--- src/rtl/fir_csm_mac_sequencer.sv ---
// Time-multiplexed FIR MAC: one shared odd-multiple precomputer (x1..x15),
// one (tap, nibble) step per cycle. Optional macro FIR_CSM_SAT_EN saturates the result.
module fir_csm_mac_sequencer #(
    parameter int IN_DATA_WIDTH = 17,
    parameter int PC_DATA_WIDTH = 21,
    parameter int COEF_WIDTH    = 16,
    parameter int NUM_TAPS      = 8,
    parameter int ACC_WIDTH     = 40,
    parameter int RESULT_WIDTH  = 32
) (
    input  logic                          clk,
    input  logic                          rst,
    input  logic                          in_valid,
    output logic                          in_ready,
    input  logic [IN_DATA_WIDTH-1:0]      in_data,
    output logic                          out_valid,
    input  logic                          out_ready,
    output logic [RESULT_WIDTH-1:0]       out_data,
    output logic                          out_sat,
    output logic                          busy,
    input  logic                          coef_wr_en,
    input  logic [$clog2(NUM_TAPS)-1:0]   coef_wr_addr,
    input  logic [COEF_WIDTH-1:0]         coef_wr_data
);

    localparam int NIBS  = COEF_WIDTH / 4;
    localparam int TAP_W = $clog2(NUM_TAPS);
    localparam int NIB_W = (NIBS > 1) ? $clog2(NIBS) : 1;

    typedef enum logic [1:0] {IDLE, RUN, DONE} state_t;

    state_t                     state_reg, state_next;
    logic                       accept, step_en, last_step, coef_we, addr_ok;
    logic [IN_DATA_WIDTH-1:0]   delay_reg [NUM_TAPS];
    logic [COEF_WIDTH-1:0]      coef_reg  [NUM_TAPS];
    logic [ACC_WIDTH-1:0]       acc_reg, acc_next, term;
    logic [TAP_W-1:0]           tap_reg;
    logic [NIB_W-1:0]           nib_reg;
    logic                       out_valid_reg, out_sat_reg, res_sat;
    logic [RESULT_WIDTH-1:0]    out_data_reg, res_data;

    logic [IN_DATA_WIDTH-1:0]   cur_x;
    logic [PC_DATA_WIDTH-1:0]   odd_mult [8];
    logic [3:0]                 nib_val;
    logic [2:0]                 odd_idx;
    logic [1:0]                 pow_k;

    // Shared precomputer: odd_mult[gi] = (2*gi+1) * current tap sample.
    assign cur_x = delay_reg[tap_reg];
    genvar gi;
    generate
        for (gi = 0; gi < 8; gi++) begin : g_odd
            assign odd_mult[gi] = PC_DATA_WIDTH'(cur_x) * PC_DATA_WIDTH'(2 * gi + 1);
        end
    endgenerate

    // Only needed when the address field can encode taps that do not exist.
    generate
        if ((1 << TAP_W) > NUM_TAPS) begin : g_addr_chk
            assign addr_ok = ({1'b0, coef_wr_addr} < (TAP_W + 1)'(NUM_TAPS));
        end else begin : g_addr_all
            assign addr_ok = 1'b1;
        end
    endgenerate

    assign nib_val = coef_reg[tap_reg][4 * nib_reg +: 4];

    // Split the nibble n into m * 2^k with m odd; odd_idx selects x_m.
    always_comb begin
        odd_idx = 3'd0;
        pow_k   = 2'd0;
        case (nib_val)
            4'd1:  begin odd_idx = 3'd0; pow_k = 2'd0; end
            4'd2:  begin odd_idx = 3'd0; pow_k = 2'd1; end
            4'd3:  begin odd_idx = 3'd1; pow_k = 2'd0; end
            4'd4:  begin odd_idx = 3'd0; pow_k = 2'd2; end
            4'd5:  begin odd_idx = 3'd2; pow_k = 2'd0; end
            4'd6:  begin odd_idx = 3'd1; pow_k = 2'd1; end
            4'd7:  begin odd_idx = 3'd3; pow_k = 2'd0; end
            4'd8:  begin odd_idx = 3'd0; pow_k = 2'd3; end
            4'd9:  begin odd_idx = 3'd4; pow_k = 2'd0; end
            4'd10: begin odd_idx = 3'd2; pow_k = 2'd1; end
            4'd11: begin odd_idx = 3'd5; pow_k = 2'd0; end
            4'd12: begin odd_idx = 3'd1; pow_k = 2'd2; end
            4'd13: begin odd_idx = 3'd6; pow_k = 2'd0; end
            4'd14: begin odd_idx = 3'd3; pow_k = 2'd1; end
            4'd15: begin odd_idx = 3'd7; pow_k = 2'd0; end
            default: begin odd_idx = 3'd0; pow_k = 2'd0; end
        endcase
    end

    always_comb begin
        term = '0;
        if (nib_val != 4'd0) begin
            term = ACC_WIDTH'(odd_mult[odd_idx]) << (int'(pow_k) + 4 * int'(nib_reg));
        end
    end

    assign acc_next = acc_reg + term;

`ifdef FIR_CSM_SAT_EN
    always_comb begin
        res_data = acc_next[RESULT_WIDTH-1:0];
        res_sat  = 1'b0;
        if (|acc_next[ACC_WIDTH-1:RESULT_WIDTH]) begin
            res_data = '1;
            res_sat  = 1'b1;
        end
    end
`else
    assign res_data = acc_next[RESULT_WIDTH-1:0];
    assign res_sat  = 1'b0;
`endif

    always_ff @(posedge clk or posedge rst) begin
        if (rst) begin
            state_reg <= IDLE;
        end else begin
            state_reg <= state_next;
        end
    end

    always_comb begin
        state_next = state_reg;
        in_ready   = 1'b0;
        busy       = 1'b1;
        accept     = 1'b0;
        step_en    = 1'b0;
        last_step  = (tap_reg == TAP_W'(NUM_TAPS - 1)) && (nib_reg == NIB_W'(NIBS - 1));
        case (state_reg)
            IDLE: begin
                in_ready = 1'b1;
                busy     = 1'b0;
                if (in_valid) begin
                    accept     = 1'b1;
                    state_next = RUN;
                end
            end
            RUN: begin
                step_en = 1'b1;
                if (last_step) begin
                    state_next = DONE;
                end
            end
            DONE: begin
                if (out_ready) begin
                    state_next = IDLE;
                end
            end
            default: state_next = IDLE;
        endcase
    end

    assign coef_we = coef_wr_en && (state_reg == IDLE) && addr_ok;

    always_ff @(posedge clk or posedge rst) begin
        if (rst) begin
            for (int i = 0; i < NUM_TAPS; i++) begin
                delay_reg[i] <= '0;
                coef_reg[i]  <= '0;
            end
            acc_reg       <= '0;
            tap_reg       <= '0;
            nib_reg       <= '0;
            out_valid_reg <= 1'b0;
            out_data_reg  <= '0;
            out_sat_reg   <= 1'b0;
        end else begin
            // A write landing on the accept edge is seen by the new sample,
            // since coefficients are only read from the following cycle on.
            if (coef_we) begin
                coef_reg[coef_wr_addr] <= coef_wr_data;
            end
            if (accept) begin
                delay_reg[0] <= in_data;
                for (int i = 1; i < NUM_TAPS; i++) begin
                    delay_reg[i] <= delay_reg[i-1];
                end
                acc_reg <= '0;
                tap_reg <= '0;
                nib_reg <= '0;
            end
            if (step_en) begin
                acc_reg <= acc_next;
                if (nib_reg == NIB_W'(NIBS - 1)) begin
                    nib_reg <= '0;
                    tap_reg <= tap_reg + 1'b1;
                end else begin
                    nib_reg <= nib_reg + 1'b1;
                end
                if (last_step) begin
                    out_valid_reg <= 1'b1;
                    out_data_reg  <= res_data;
                    out_sat_reg   <= res_sat;
                end
            end
            if ((state_reg == DONE) && out_ready) begin
                out_valid_reg <= 1'b0;
            end
        end
    end

    assign out_valid = out_valid_reg;
    assign out_data  = out_data_reg;
    assign out_sat   = out_sat_reg;

endmodule

--- config.mk ---
export PLATFORM = sky130hd
export DESIGN_NAME = fir_csm_mac_sequencer
export DESIGN_NICKNAME = d
export VERILOG_FILES = /design/src/rtl/fir_csm_mac_sequencer.sv
export SDC_FILE = /design/constraint.sdc
export NUM_CORES = 1
export LEC_CHECK = 0
export CORE_ASPECT_RATIO = 0.7
export CORE_UTILIZATION = 50
export CTS_BUF_LIST = sky130_fd_sc_hd__clkbuf_8
export DETAILED_ROUTE_END_ITERATION = 7
export PLACE_DENSITY = 0.69
export SETUP_SLACK_MARGIN = 0.1
export SLEW_MARGIN = 10
export SYNTH_ARGS = -nofsm -noshare
export SYNTH_HDL_FRONTEND = slang
export SYNTH_SLANG_ARGS = --single-unit
--- constraint.sdc ---
create_clock -name clk -period 11.55 [get_ports clk]
set_clock_uncertainty 0.2 [all_clocks]
set_input_delay 2.31 -clock clk [delete_from_list [all_inputs] [get_ports clk]]
set_output_delay 2.31 -clock clk [all_outputs]
set_load 0.05 [all_outputs]
==> results.cfg <==
[route]
num_vias = 22415
dr.pass1.iters = 6
wl_met2_microns = 33900
wl_met3_microns = 6900
drtIter0Drc = 2068
drc = 0
routed_wl_microns = 80800
viasPerCell = 6.23
drtAntennaViolNets = 0
wl_met1_microns = 38300
top_layer = met4
wire_per_inst_microns = 22.4

[clock_tree]
postCtsSetupBuffers = 0
cts.path.max_buffers = 3
tritoncts.num_buffers = 54
cts_max_level = 2
worst_skew_pair.late_latency_ps = 650
root_buffer = clkbuf_8
cts_sinks = 336
cts_tree = done
clk_pin_slew_ps = 60
ctsHoldBuffers = 0

[placement]
port_buffers = 75
place_area_sq_um = 27800
post-dp-hpwl_microns = 60100
gp_congestion = 1.01

[layout]
synthToLayoutAreaGrowth_pct = 8.94
drive_gt1_share_pct = 12.6
fin_util_pct = 55.2
fin_nets = 3179
n_antenna_cell = 0
largest_reg_flops = 136
design_area_sq_um = 28900

[floorplan]
row_count = 70
dieWidth_microns = 277
start_util_pct = 50.7
ioPinCount = 77
dieArea_sq_um = 53900
die_h_microns = 195
coreArea_sq_um = 52300

[yosys]
ys_ff_latch = 336
ys_seq_area_share_pct = 31.7
ys_types = 107
ys.warnings.count = 0
async_flop_share_pct = 100
syn_inst = 2837
synth_top_area_share_pct = 31.7
synthFlopType = dfrtp_1
syn_area_sq_um = 26500
syn_nets = 3141
synth_top_cell_by_area = dfrtp_1
synthTopCellsByArea = dfrtp_1, ha_1, nand2_1
synth_area_per_cell_sq_um = 9.34
synth_edf_count = 0
yosys-top-cells-count = nand2_1, dfrtp_1, ha_1
synth_most_common_cell = nand2_1

[timing]
setup_viol = 0
drv_slew = 0
fin_crit_ps = 10780
tightestPinTransition_ps = 1230
hold_viol = 0
finalSetupTns_ps = 0
slew_headroom_pct = 17.2
rsz0062_at_grt = false
max_freq_mhz = 92.7
min_period_over_period_pct = 93.4
hold-worst-slack_ps = 268

[worst_setup_path]
start_kind = register
end_kind = register
reg2reg_to = acc_reg[31]
reg2reg_slack_ps = 770
critPathArrivalTime_ps = 11160
crit_path_max_fanout = 25
r2r_start = tap_reg[1]
r2r_cells = 30
path_class = register to register
cp.required_ps = 11930
slowest_delay_ps = 840
cp_slowest_cell = dfrtp_2

[global_routing]
grtUsageTotal_pct = 30.0
grt_pass1_wl_microns = 127000
grt_max_degree = 187
grt_pass1_vias = 21927
grt-ovfl-total = 0
antenna_found_initial = 0

[hold_path]
hold_class = register to register
min_from = delay_reg[15]
min_to = delay_reg[15]
hold_depth = 2

[job]
max_cap_viol_count = 0

[run_status]
status = finished, final reports clean
area by class of cell:
type                    instances  area [sq um]
well taps                     684           856
repair buffers                117          1090
inverters                     129           488
multi-input cells            2237         16900
clock inverters                35           239
fillers                      4644         23400
clock buffers                  62           853
flip-flops and latches        336          8420
through the flow:
| step | setup WS [ps] | std cells |
|---|---|---|
| 2_1_floorplan | 2310 | 2837 |
| 3_3_place_gp | 1280 | 3503 |
| 3_5_place_dp | 1070 | 3503 |
| 4_1_cts | 1040 | 3600 |
| 5_1_grt | 296 | 3600 |
| 6_report | 767 | 3600 |
critical path: cells and delay by family (launching register included):
| kind | cells | cell delay (ps) |
|---|---|---|
| compound gates | 13 | 4990 |
| fa+ha+maj | 4 | 1600 |
| simple gates | 7 | 1170 |
| mux | 2 | 850 |
| flops | 1 | 840 |
| buf+inv | 3 | 820 |
| xor+xnor | 1 | 210 |
what timing repair did:
| action | in CTS | in global routing |
|---|---|---|
| setup endpoints to repair | 0 | 1 |
| gates resized for setup | 0 | 1 |
| endpoints found under the hold margin | 0 | 0 |
per-layer routing:
metal,up-vias,track usage (%)
met5,-,0
met2,879,43.4
met1,11131,45.3
met4,0,7.76
li1,10275,-
met3,130,6.17
kinds of logic after synthesis:
| family | Yosys count | synth area share [%] |
|---|---|---|
| compound gates | 676 | 17.3 |
| xor+xnor | 103 | 3.46 |
| fa+ha+maj | 263 | 14.7 |
| buf+inv | 264 | 4.55 |
| flops | 336 | 31.7 |
| mux | 249 | 12.5 |
| other cells | 1 | 0.0142 |
| simple gates | 945 | 15.8 |
cell usage in the layout, fill, tap and decap left out, drive strengths merged, types with 73 or more instances in the layout:
cell | netlist | final
fa | 80 | 80
dfrtp | 336 | 336
inv | 129 | 153
clkdlybuf4s50 | 0 | 75
mux2 | 142 | 142
nand3 | 76 | 76
nor2 | 109 | 109
ha | 183 | 183
o21ai | 174 | 174
xnor2 | 73 | 73
a21oi | 125 | 125
nand2 | 556 | 556
worst max-delay path by stage:
| stage | from | endpoint | slack [ps] | cells after the start |
|---|---|---|---|---|
| after floorplan | tap_reg[0] | acc_reg[31] | 2310 | 34 |
| after global placement | tap_reg[0] | acc_reg[31] | 1280 | 29 |
| after detailed placement | tap_reg[0] | acc_reg[31] | 1070 | 32 |
| after CTS | tap_reg[0] | acc_reg[31] | 1040 | 32 |
| after global routing | tap_reg[0] | acc_reg[31] | 300 | 31 |
| final | tap_reg[1] | acc_reg[31] | 770 | 30 |
Power is not shown: default switching activity piles up to over one toggle a cycle in this logic, so the estimate is an artifact.
==> variant, RTL diff (same flow settings) <==
The 3 states of `state_t` get a one-hot encoding in 3 bits.
--- a/src/rtl/fir_csm_mac_sequencer.sv
+++ b/src/rtl/fir_csm_mac_sequencer.sv
@@ -27,7 +27,7 @@
     localparam int TAP_W = $clog2(NUM_TAPS);
     localparam int NIB_W = (NIBS > 1) ? $clog2(NIBS) : 1;
 
-    typedef enum logic [1:0] {IDLE, RUN, DONE} state_t;
+    typedef enum logic [2:0] {IDLE = 3'b001, RUN = 3'b010, DONE = 3'b100} state_t;
 
     state_t                     state_reg, state_next;
     logic                       accept, step_en, last_step, coef_we, addr_ok;
Behaviour: no difference found for any inputs over 10 cycles, from zero or initial values and one cycle with rst high; not proved beyond that.
==> variant against the unedited design <==
- setup slack improved by 0.63 ns
- synthesized area rose by 0.71%
- wire length rose by 0.37%
- sequential cell count rose by 1
- global-route usage fell by 0.074 points
- design area rose by 1.7%
- critical path depth rose by 4
- largest cell class unchanged
- highest routed layer unchanged
Power is not shown: default switching activity piles up to over one toggle a cycle in this logic, so the estimate is an artifact.
==> variant: results (changes against the unedited design) <==
Run status
  • Outcome: finished clean (unchanged)

Synth
  • Mapped Nets: 3235 (was 3141)
  • Ys Warns: 0 (unchanged)
  • Ranking of synthesized cells by area: dfrtp_1, ha_1, nand2_1, mux2_2, fa_1 (was dfrtp_1, ha_1, nand2_1, fa_1, mux2_2)
  • Ys async rst share: 100% (unchanged)
  • Seq/Total Area, Yosys: 31.6% (was 31.7%)
  • Unique cell type count in the Yosys netlist: 90 (was 107)
  • Top FF cell, synth: dfrtp_1 (unchanged)
  • Synth top cells by count: nand2_1, dfrtp_1, ha_1 (unchanged)

Global routing
  • Met1 usage: 45.3% (about the same)
  • Met3 usage: 7.39% (was 6.17%)
  • Pin count of the biggest net entering global routing: 210 (was 187)
  • Global-route wire length before repair: 127000 um (about the same)
  • Tot GR Track Use: 29.9% (was 30.0%)
  • GRT met2 Usage: 42.0% (was 43.4%)
  • Number of global-route vias before repair: 22400 (was 21900)
  • Initial antenna violation count: 1 (was 0)

Worst hold path
  • Hold Crit Class: flop to flop (unchanged)

Detailed routing
  • Met3 routed WL: 8420 um (was 6900 um)
  • Metal2 WL: 33100 um (was 33900 um)
  • Highest Signal Layer: met4 (unchanged)
  • Routed WL per cell: 21.9 um (was 22.4 um)
  • First drt pass iteration count: 7 (was 6)
  • 1st-iter DRT viols: 2618 (was 2068)
  • Metal-1 WL: 37600 um (was 38300 um)
  • DRT antenna net count: 0 (unchanged)
  • DR vias: 23200 (was 22400)

Setup path
  • Slowest CP cell: a2111oi_0 (was dfrtp_2)
  • Critical path data arrival time: 10.53 ns (was 11.16 ns)
  • FF-to-FF setup slack: 1.39 ns (was 0.77 ns)
  • Crit path largest cell delay: 0.79 ns (was 0.84 ns)
  • CP max FO: 35 (was 25)
  • Top delay family on crit path: compound AO/OA/AOI/OAI gates (unchanged)

Layout
  • Number of fill cells in the layout: 4640 (was 4644)
  • Diodes inserted: 0 (unchanged)
  • Max reg flops: 136 (unchanged)
  • # nets final: 3282 (was 3179)
  • Layout cells sized above 1: 12.2% (was 12.6%)

Clock tree
  • Num CTS Buffers: 54 (unchanged)
  • Clock transition at path regs: 0.07 ns
  • Post-CTS Resized: 0 (unchanged)
  • Max Root-Sink Buffers: 3 (unchanged)
  • Setup repair bufs after CTS: 0 (unchanged)
  • Clock latency on the worst-skew pair: 0.70 ns (was 0.65 ns)
  • H-tree levels: 2 (unchanged)
  • Clock Tree Root: clkbuf_8 (unchanged)

Place
  • Dpl hpwl: 60300 um (was 60100 um)
  • RePlAce Congestion: 1.06 (was 1.01)
  • Port Buffers: 75 (unchanged)
  • Area post-placement: 28100 sq um (was 27800 sq um)

STA
  • Worst slew pin tran: 1.21 ns (was 1.23 ns)
  • Setup-failing EPs final: 0 (unchanged)
  • Final Hold Viols: 0 (unchanged)
variant: per-stage QoR:
step | cells | hold WS, ns | worst slack, ns
after floorplan | 2931 | 0.241 | 2.05
after global placement | 3605 | 0.253 | 1.94
after detailed placement | 3605 | 0.265 | 1.58
after CTS | 3707 | 0.265 | 1.55
after global routing | 3708 | 0.299 | 0.747
final | 3708 | 0.254 | 1.39
variant: kinds of logic (layout without fill, tap and decap cells):
| kind of cell | after synthesis | after routing | share of synthesized area [%] |
|---|---|---|---|
| other | 1 | 1 | 0.0141 |
| AOI/OAI and AO/OA | 628 | 628 | 15.5 |
| and+or+nand+nor | 1027 | 1027 | 16.6 |
| buffers and inverters | 280 | 373 | 4.28 |
| muxes | 284 | 284 | 13.7 |
| adders and majority gates | 264 | 264 | 14.6 |
| xor gates and xnor gates | 110 | 110 | 3.67 |
| DFF | 337 | 337 | 31.6 |
variant: layout make-up:
| type | instances | area, sq um | share of cell area, % |
|---|---|---|---|
| Sequential cell | 337 | 8440 | 28.8 |
| Timing Repair Buffer | 117 | 1100 | 3.74 |
| Inverter | 154 | 582 | 1.98 |
| Tap cell | 684 | 856 | 2.92 |
| Multi-Input combinational cell | 2314 | 17200 | 58.4 |
| Clock buffer | 76 | 1050 | 3.56 |
| Clock inverter | 26 | 176 | 0.601 |
variant: worst paths after layout:
kind,start,cells past startpoint,to
hold / removal,delay_reg[70],2,delay_reg[53]
hold reg to reg,delay_reg[70],2,delay_reg[53]
max in group asynchronous,rst,5,out_data[21]
setup / recovery,tap_reg[0],34,out_data[31]
setup reg to reg,tap_reg[0],34,out_data[31]
min in group asynchronous,rst,3,delay_reg[132]
variant: tightest hold or removal path: cells and delay by family (launching register included):
kind | cells | cell delay [ns]
simple gates | 2 | 0.11
flops | 1 | 0.37
